[src/rtl/obstacle_scheduler.sv]
// obstacle_scheduler: obstacle slot pool with LFSR-timed spawning, stepwise scrolling and per-pixel palette index.
module obstacle_scheduler #(
  parameter int NSLOT    = 4,
  parameter int CIDXW    = 3,
  parameter int MOVE_DIV = 2,
  parameter int SPEED    = 4,
  parameter int MIN_GAP  = 12,
  parameter int GROUND_Y = 400,
  parameter int LEFT_X   = 144,
  parameter int RIGHT_X  = 784
) (
  input  logic             clk,
  input  logic             rst_n,
  input  logic             run,
  input  logic             clear,
  input  logic             frame_tick,
  input  logic [9:0]       hCount,
  input  logic [9:0]       vCount,
  output logic [CIDXW:0]   pix,
  output logic [NSLOT-1:0] active_mask,
  output logic [15:0]      spawn_count
);
  localparam int DW = MOVE_DIV > 1 ? $clog2(MOVE_DIV) : 1;
  localparam int GW = $clog2(MIN_GAP + 16);
  localparam int IW = $clog2(NSLOT);
  localparam logic [10:0] GY = 11'(GROUND_Y);
  logic [15:0]                lfsr_q;
  logic [DW-1:0]              div_q, div_d;
  logic [GW-1:0]              gap_q, gap_d;
  logic [NSLOT-1:0]           val_q, val_d;
  logic [NSLOT-1:0][9:0]      x_q, x_d;
  logic [NSLOT-1:0][1:0]      typ_q, typ_d;
  logic [15:0]                cnt_q, cnt_d;
  logic [CIDXW:0]             pix_q, pix_d;
  logic                       tick, step, spawn;
  logic [IW-1:0]              free_idx;
  logic [10:0]                h11, v11, x11, top, bot;
  logic [1:0]                 t;
  always_comb begin
    tick = !clear && run && frame_tick;
    step = tick && div_q == DW'(MOVE_DIV - 1);
    free_idx = '0;
    for (int i = NSLOT - 1; i >= 0; i--)
      if (!val_q[i]) free_idx = IW'(i);
    spawn = step && gap_q == '0 && !(&val_q);
    div_d = clear ? '0 : tick ? (step ? '0 : div_q + DW'(1)) : div_q;
    gap_d = clear ? GW'(MIN_GAP) : spawn ? GW'(MIN_GAP) + GW'(lfsr_q[5:2]) :
            (step && gap_q != '0) ? gap_q - GW'(1) : gap_q;
    cnt_d = cnt_q + 16'(spawn);
    val_d = val_q;
    x_d   = x_q;
    typ_d = typ_q;
    for (int i = 0; i < NSLOT; i++) begin
      if (clear) val_d[i] = 1'b0;
      else if (spawn && free_idx == IW'(i)) begin
        val_d[i] = 1'b1;
        x_d[i]   = 10'(RIGHT_X);
        typ_d[i] = lfsr_q[1:0];
      end else if (step && val_q[i]) begin
        if (x_q[i] < 10'(LEFT_X + SPEED)) val_d[i] = 1'b0;
        else x_d[i] = x_q[i] - 10'(SPEED);
      end
    end
  end
  // Lowest-index hitting slot wins, so scan downwards and let lower slots overwrite.
  always_comb begin
    h11 = {1'b0, hCount};
    v11 = {1'b0, vCount};
    x11 = '0;
    top = '0;
    bot = '0;
    t   = '0;
    pix_d = v11 == GY ? (CIDXW+1)'(8) : (CIDXW+1)'(1);
    for (int i = NSLOT - 1; i >= 0; i--) begin
      t   = typ_q[i] == 2'd3 ? 2'd0 : typ_q[i];
      x11 = {1'b0, x_q[i]};
      top = t == 2'd2 ? GY - 11'd72 : t == 2'd1 ? GY - 11'd48 : GY - 11'd32;
      bot = t == 2'd2 ? GY - 11'd57 : GY - 11'd1;
      if (val_q[i] && h11 >= x11 && h11 <= x11 + (t == 2'd2 ? 11'd31 : 11'd15) &&
          v11 >= top && v11 <= bot)
        pix_d = (CIDXW+1)'(3 + t);
    end
  end
  always_ff @(posedge clk or negedge rst_n) begin
    if (!rst_n) begin
      lfsr_q <= 16'hACE1;
      div_q  <= '0;
      gap_q  <= GW'(MIN_GAP);
      val_q  <= '0;
      x_q    <= '0;
      typ_q  <= '0;
      cnt_q  <= '0;
      pix_q  <= (CIDXW+1)'(1);
    end else begin
      lfsr_q <= {lfsr_q[14:0], lfsr_q[15] ^ lfsr_q[13] ^ lfsr_q[12] ^ lfsr_q[10]};
      div_q  <= div_d;
      gap_q  <= gap_d;
      val_q  <= val_d;
      x_q    <= x_d;
      typ_q  <= typ_d;
      cnt_q  <= cnt_d;
      pix_q  <= pix_d;
    end
  end
  assign pix         = pix_q;
  assign active_mask = val_q;
  assign spawn_count = cnt_q;
endmodule

[config.mk]
export PLATFORM = sky130hd
export DESIGN_NAME = obstacle_scheduler
export DESIGN_NICKNAME = d
export VERILOG_FILES = /design/src/rtl/obstacle_scheduler.sv
export SDC_FILE = /design/constraint.sdc
export NUM_CORES = 1
export LEC_CHECK = 0
export CORE_MARGIN = 4
export CORE_UTILIZATION = 48
export CTS_CLUSTER_DIAMETER = 120
export DETAILED_ROUTE_END_ITERATION = 7
export PLACE_DENSITY = 0.7
export SYNTH_ARGS = -nofsm -noshare
export SYNTH_HDL_FRONTEND = slang
export SYNTH_SLANG_ARGS = --single-unit
[constraint.sdc]
create_clock -name clk -period 3.6 [get_ports clk]
set_clock_uncertainty 0.15 [all_clocks]
set_input_delay 0.54 -clock clk [delete_from_list [all_inputs] [get_ports clk]]
set_output_delay 0.54 -clock clk [all_outputs]
set_load 0.02 [all_outputs]
==> flow_summary.toml, run 1 <==
[setup_path]
critPathKind = "register to register"
worstSetupEndpointType = "register"
crit_arrival_ns = 3.57
start_kind = "register"
cp_cell_sequence = "inv_1 > ha_1 > ha_4 > nor2b_1 > o21ai_0 > xnor2_1 > ha_1 > nand4_1 > or3_1 > mux2i_2 > o31ai_4 > nor3_2 > nor4_2 > o41a_1"
slowest_delay_ns = 0.38
crit_path_frequent_cell = "ha_1"
worstPathRequired_ns = 3.67
worst-path-max-fanout = 3
crit_path_top_delay_cell = "or3_1"
rrSetupSlack_ns = 0.10

[synth]
seq_area_frac_synth = 0.324
synth_edf_count = 0
ys_seq_elements = 86
synth_cell_types = 75
syn_inst = 715
async_flop_share = 1.00
netlist_area_um2 = 6690
synth_nets = 852
synthFlopType = "dfrtp_1"
avgSynthCellArea_um2 = 9.36
ys_warn_count = 0

[place]
gp_congestion = 0.961
post-place-cells = 958
post-dp-hpwl_um = 13400
io_buffers = 48
pre_cts_ws_ns = -0.0363

[floorplan]
start_util = 0.498
die_h_um = 126
design.core.area_um2 = 13500
ios = 49
die_w_um = 126
rows = 42
die_area_um2 = 15900

[clock_network]
cts_tree = "done"
cts_hold_buf = 0
clkLatencyLatePin_ns = 0.35
clk_pin_slew_ns = 0.06
cts.htree.levels = 3
clock-sinks = 86
clock_path_buffers = 2
cts_root_buf = "clkbuf_16"
numCtsBuffers = 9

[detailed_routing]
antenna_left = 0
drt_iter0_drc = 344
finalWirelength_um = 17100
dr_total_vias = 5662
dr.pass1.iters = 5
vias_per_cell = 5.79
drt-wirelength-per-cell_um = 17.5
drc = 0

[min_path]
hp-class = "input port to async pin"

[layout]
drive_gt1_frac = 0.132
area_growth_pct = 20.6
diodes = 0
nets = 934
post-route-util = 0.600
finalNonFillerCells = 978

[pwr]
leakage_uw = 0.00361
finalPower_uw = 2170
ir_worst_vdd_uv = 395
power_density_nw_per_um2 = 269

[sta]
setup_tns_ns = 0
setup_viol = 0
relSlewSlack = 0.545
period_minus_slack_ns = 3.50
max_freq_mhz = 286
timing.final.ws_setup_ns = 0.105
hold_violations = 0
worstMarginPinSlew_ns = 0.683
finalCritPeriodShare = 0.971
slew_violations = 0

[global_routing]
grt_pass1_wl_um = 28200
track_usage = 0.216
antenna_found_initial = 0
grt_pass1_vias = 5739
grt_max_degree = 53
grt_overflow = 0

[run_status]
status = "finished, final reports clean"

[job]
drv_cap = 0
state kept, by name (all words and copies together), names as in the netlist:
register,count
active_mask,4
div_q,1
gap_q,5
lfsr_q,16
pix,4
spawn_count,16
typ_q,8
x11,8
x_q,24
cell usage in the layout, fill, tap and decap left out, types with 8 or more instances in the layout:
cell type | Yosys | layout
xor2_1 | 9 | 9
nand3_1 | 30 | 30
nor4_1 | 13 | 9
nor3_1 | 16 | 13
buf_4 | 0 | 36
dfrtp_1 | 75 | 74
a21oi_1 | 34 | 34
nor2_1 | 41 | 41
nor2b_1 | 10 | 9
nand4_1 | 9 | 9
a211oi_1 | 9 | 9
ha_1 | 112 | 107
xnor2_1 | 53 | 53
nand2_1 | 55 | 55
inv_1 | 64 | 63
o211ai_1 | 8 | 8
dfstp_2 | 11 | 11
clkdlybuf4s50_1 | 0 | 47
clkbuf_16 | 0 | 9
and3_1 | 8 | 8
o21ai_0 | 37 | 35
metrics by stage:
stage / area [µm²] / hold WS [ns]
2_1_floorplan: 6690 / 0.0944
3_3_place_gp: 7570 / 0.184
3_5_place_dp: 7570 / 0.187
4_1_cts: 7890 / 0.0971
5_1_grt: 8080 / 0.139
6_report: 8080 / 0.0738
layout make-up:
cell class / instances / area (µm²)
Fill cell: 1175 / 5380
Multi-Input combinational cell: 552 / 4400
Sequential cell: 86 / 2170
Timing Repair Buffer: 83 / 741
Inverter: 65 / 244
Clock buffer: 9 / 225
Tap cell: 176 / 220
Clock inverter: 7 / 82.6
final timing paths:
check,startpoint,cells after the start,end
min in group clk,lfsr_q[9],0,lfsr_q[10]
max in group asynchronous,rst_n,2,lfsr_q[10]
worst min-delay path,rst_n,1,x11[2]
worst max-delay path,typ_q[4],14,pix[1]
worst min register to register,lfsr_q[9],0,lfsr_q[10]
worst max register to register,typ_q[4],14,pix[1]
synthesized netlist by cell type (3+ instances only):
cell | count | area share
a2111oi_0 | 3 | 0.0039
a211o_1 | 3 | 0.0039
a211oi_1 | 9 | 0.010
a21o_1 | 6 | 0.0067
a21oi_1 | 34 | 0.025
a311o_1 | 4 | 0.0060
a31oi_1 | 4 | 0.0037
and2_1 | 3 | 0.0028
and3_1 | 8 | 0.0075
clkbuf_1 | 9 | 0.0050
dfrtp_1 | 75 | 0.28
dfstp_2 | 11 | 0.043
ha_1 | 112 | 0.21
inv_1 | 64 | 0.036
nand2_1 | 55 | 0.031
nand2b_1 | 7 | 0.0065
nand3_1 | 30 | 0.022
nand3b_1 | 4 | 0.0045
nand4_1 | 9 | 0.0084
nor2_1 | 41 | 0.023
nor2b_1 | 10 | 0.0093
nor3_1 | 16 | 0.012
nor4_1 | 13 | 0.012
o2111ai_1 | 4 | 0.0052
o211ai_1 | 8 | 0.0090
o21a_1 | 6 | 0.0067
o21ai_0 | 37 | 0.028
o21bai_1 | 4 | 0.0045
o31ai_1 | 3 | 0.0034
or2_2 | 3 | 0.0028
or3_1 | 6 | 0.0056
xnor2_1 | 53 | 0.069
xor2_1 | 9 | 0.012
worst max-delay path, delay by kind of cell (launching register included):
kind,cells,cell delay [ns]
compound gates,3,0.55
xor+xnor,1,0.17
fa+ha+maj,3,0.85
buf+inv,1,0.06
flops,1,0.35
mux,1,0.23
simple gates,5,1.01
report_power, final:
group	internal, µW	total, µW	leakage (µW)	switching [µW]
Combinational	102	234	0.00239	131
Sequential	970	972	0.00107	2.36
Clock	548	963	0.000149	415
Total	1620	2170	0.00361	548
kinds of logic after synthesis:
logic type	synth area share
AND/OR/NAND/NOR	0.187
AO/OA/AOI/OAI	0.152
adder cells (fa/ha/maj)	0.209
flip-flops	0.324
buffers and inverters	0.0447
XOR/XNOR	0.0811
multiplexers	0.00299
what timing repair did:
item | in CTS | in global routing
buffers inserted | 0 | 4
hold endpoints to repair | 0 | 0
endpoints found under the setup margin | 3 | 4
pin swaps | 0 | 13
resized for setup | 3 | 29
layer usage:
| metal | global-route usage | part of all wire | vias up | wire length (µm) |
|---|---|---|---|---|
| met5 | 0 | 0 | - | 0 |
| met4 | 0.0833 | 0.027 | 0 | 460 |
| met3 | 0.0398 | 0.046 | 35 | 778 |
| met2 | 0.346 | 0.47 | 132 | 8060 |
| met1 | 0.291 | 0.46 | 2755 | 7780 |
| li1 | - | - | 2740 | - |
Power figures use the tool's default switching activity.
==> run 2: changes to the inputs <==
Settings changed: CORE_MARGIN 4 to 3, PLACE_DENSITY 0.7 to 0.67.
Clock period 3.6 ns to 3.55 ns, I/O delays scaled along.
==> run 2 against run 1 <==
  * Via count rose by 1.2%
  * Global-route usage grew 1.4 points
  * Register-to-register slack got worse by 0.05 ns
  * Total power up 3.9%
  * Design area increased by 2.1%
  * Setup slack worse by 0.053 ns
  * Clock-buffer cell count is the same
  * Sequential share of layout area fell by 0.56 points
  * First-iteration DRC count up 8.1%
  * Combinational power increased by 6%
==> flow_summary.toml, run 2 (synthesized netlist as in run 1, its figures left out) <==
[setup_path]
slowest_delay_ns = 0.42
rrSetupSlack_ns = 0.05
worstPathRequired_ns = 3.62
worstSetupEndpointType = "register"
crit_path_top_delay_cell = "nor4_2"
critPathKind = "register to register"
critPathBufInv = 3
start_kind = "register"
cp_cell_sequence = "inv_2 > ha_4 > ha_4 > nor2b_4 > o2111ai_2 > xnor2_1 > ha_1 > buf_4 > nand3_2 > nor4_2 > nor4_2 > and4bb_4 > buf_6 > a311oi_1 > o41ai_2"
worst-path-max-fanout = 6
crit_arrival_ns = 3.57
path_delay_family = "simple AND/OR/NAND/NOR gates"

[layout]
area_growth_pct = 23.1
multi_input_area_um2 = 4510
largest_register = "x_q"
nets = 939
drive_gt1_frac = 0.152
largest_reg_flops = 24
final_common_cell = "ha_1"
final_cell_mix = "105 x ha_1, 75 x dfrtp_1, 61 x inv_1, 55 x nand2_1, 53 x xnor2_1"
post-route-util = 0.613
nFillCells = 1164
seq_area_um2 = 2170
diodes = 0

[clock_network]
numCtsBuffers = 9
clkLatencyLatePin_ns = 0.35
clock-sinks = 86
clk_pin_slew_ns = 0.06
cts.htree.levels = 3
clock_path_buffers = 2
cts_root_buf = "clkbuf_16"
cts_tree = "done"

[place]
gp_congestion = 0.887
post-dp-hpwl_um = 13600
io_buffers = 48

[pwr]
leakage_uw = 0.00366
power_density_nw_per_um2 = 273
swShare = 0.241
sequentialPowerShare = 0.438
power_frac_comb = 0.109
p_int_uw = 1710
clock_power_share = 0.453
p_sw_uw = 544
ir_worst_vdd_uv = 245

[sta]
max_freq_mhz = 286
setup_viol = 0
slew_violations = 0
worstMarginPinSlew_ns = 0.891
hold_violations = 0
holdWs_ns = 0.145
relSlewSlack = 0.406
period_minus_slack_ns = 3.50
finalCritPeriodShare = 0.986

[global_routing]
track_usage = 0.231
grt_overflow = 0
grt_max_degree = 68
antenna_found_initial = 0
grt_pass1_wl_um = 27600
grt_pass1_vias = 5631

[floorplan]
start_util = 0.498
rows = 42
design.core.area_um2 = 13500
die_area_um2 = 15400
ios = 49
die_w_um = 124
die_h_um = 124

[min_path]
hp-class = "input port to async pin"

[detailed_routing]
drc = 0
dr_total_vias = 5731
finalWirelength_um = 17700
dr.pass1.iters = 6
antenna_left = 0
drt_iter0_drc = 372
vias_per_cell = 5.83
drt-wirelength-per-cell_um = 18.0

[run_status]
status = "finished, final reports clean"

[job]
drv_cap = 0
run 2: cell types whose count changed in the layout (fill, tap and decap cells not counted), sizes merged:
cell and change:
clkinv -1, buf +5, bufinv +1
run 2: power groups by stage:
stage | Sequential (µW) | Clock, µW | Combinational, µW
2_1_floorplan | 1000 | 0 | 105
3_3_place_gp | 1000 | 0 | 221
3_5_place_dp | 1000 | 0 | 232
4_1_cts | 986 | 1040 | 236
5_1_grt | 985 | 1090 | 274
6_report | 986 | 1020 | 247
run 2: layout make-up:
| class | instances | area share |
|---|---|---|
| multi-input combinational | 552 | 0.547 |
| sequential | 86 | 0.263 |
| timing repair buffer | 88 | 0.0949 |
| inverter | 65 | 0.0296 |
| clock buffer | 9 | 0.0273 |
| tap | 176 | 0.0267 |
| clock inverter | 7 | 0.0115 |
run 2: what timing repair did:
item,4_1_cts,5_1_grt
hold buffers,0,0
gates resized for setup,16,37
gates cloned,0,0
pin swaps,4,15
setup endpoints to repair,3,4
buffers inserted,1,4
run 2: routing by layer:
metal  track usage  vias up  part of all wire
met1         0.296     2773              0.45
li1              -     2763                 -
met4        0.0678        0             0.023
met3        0.0522       33             0.047
met2         0.388      162              0.48
met5             0        -                 0
run 2: final timing paths:
path / startpoint / endpoint / cells after the start
min reg2reg: lfsr_q[9] / lfsr_q[10] / 0
max reg2reg: typ_q[2] / pix[2] / 15
min: rst_n / x11[7] / 1
max: typ_q[2] / pix[2] / 15
min in group clk: lfsr_q[9] / lfsr_q[10] / 0
max in group asynchronous: rst_n / lfsr_q[5] / 2
run 2: per-stage QoR:
step                      setup TNS [ns]  area (µm²)  power, µW  setup WS [ns]  std cells
after global placement           -0.0552        7610       1220        -0.0282        963
after floorplan                        0        6690       1110          0.139        715
final                                  0        8240       2250         0.0513        983
after global routing              -0.206        8240       2350         -0.107        983
after CTS                              0        8010       2260        0.00229        980
after detailed placement          -0.280        7610       1240         -0.129        963
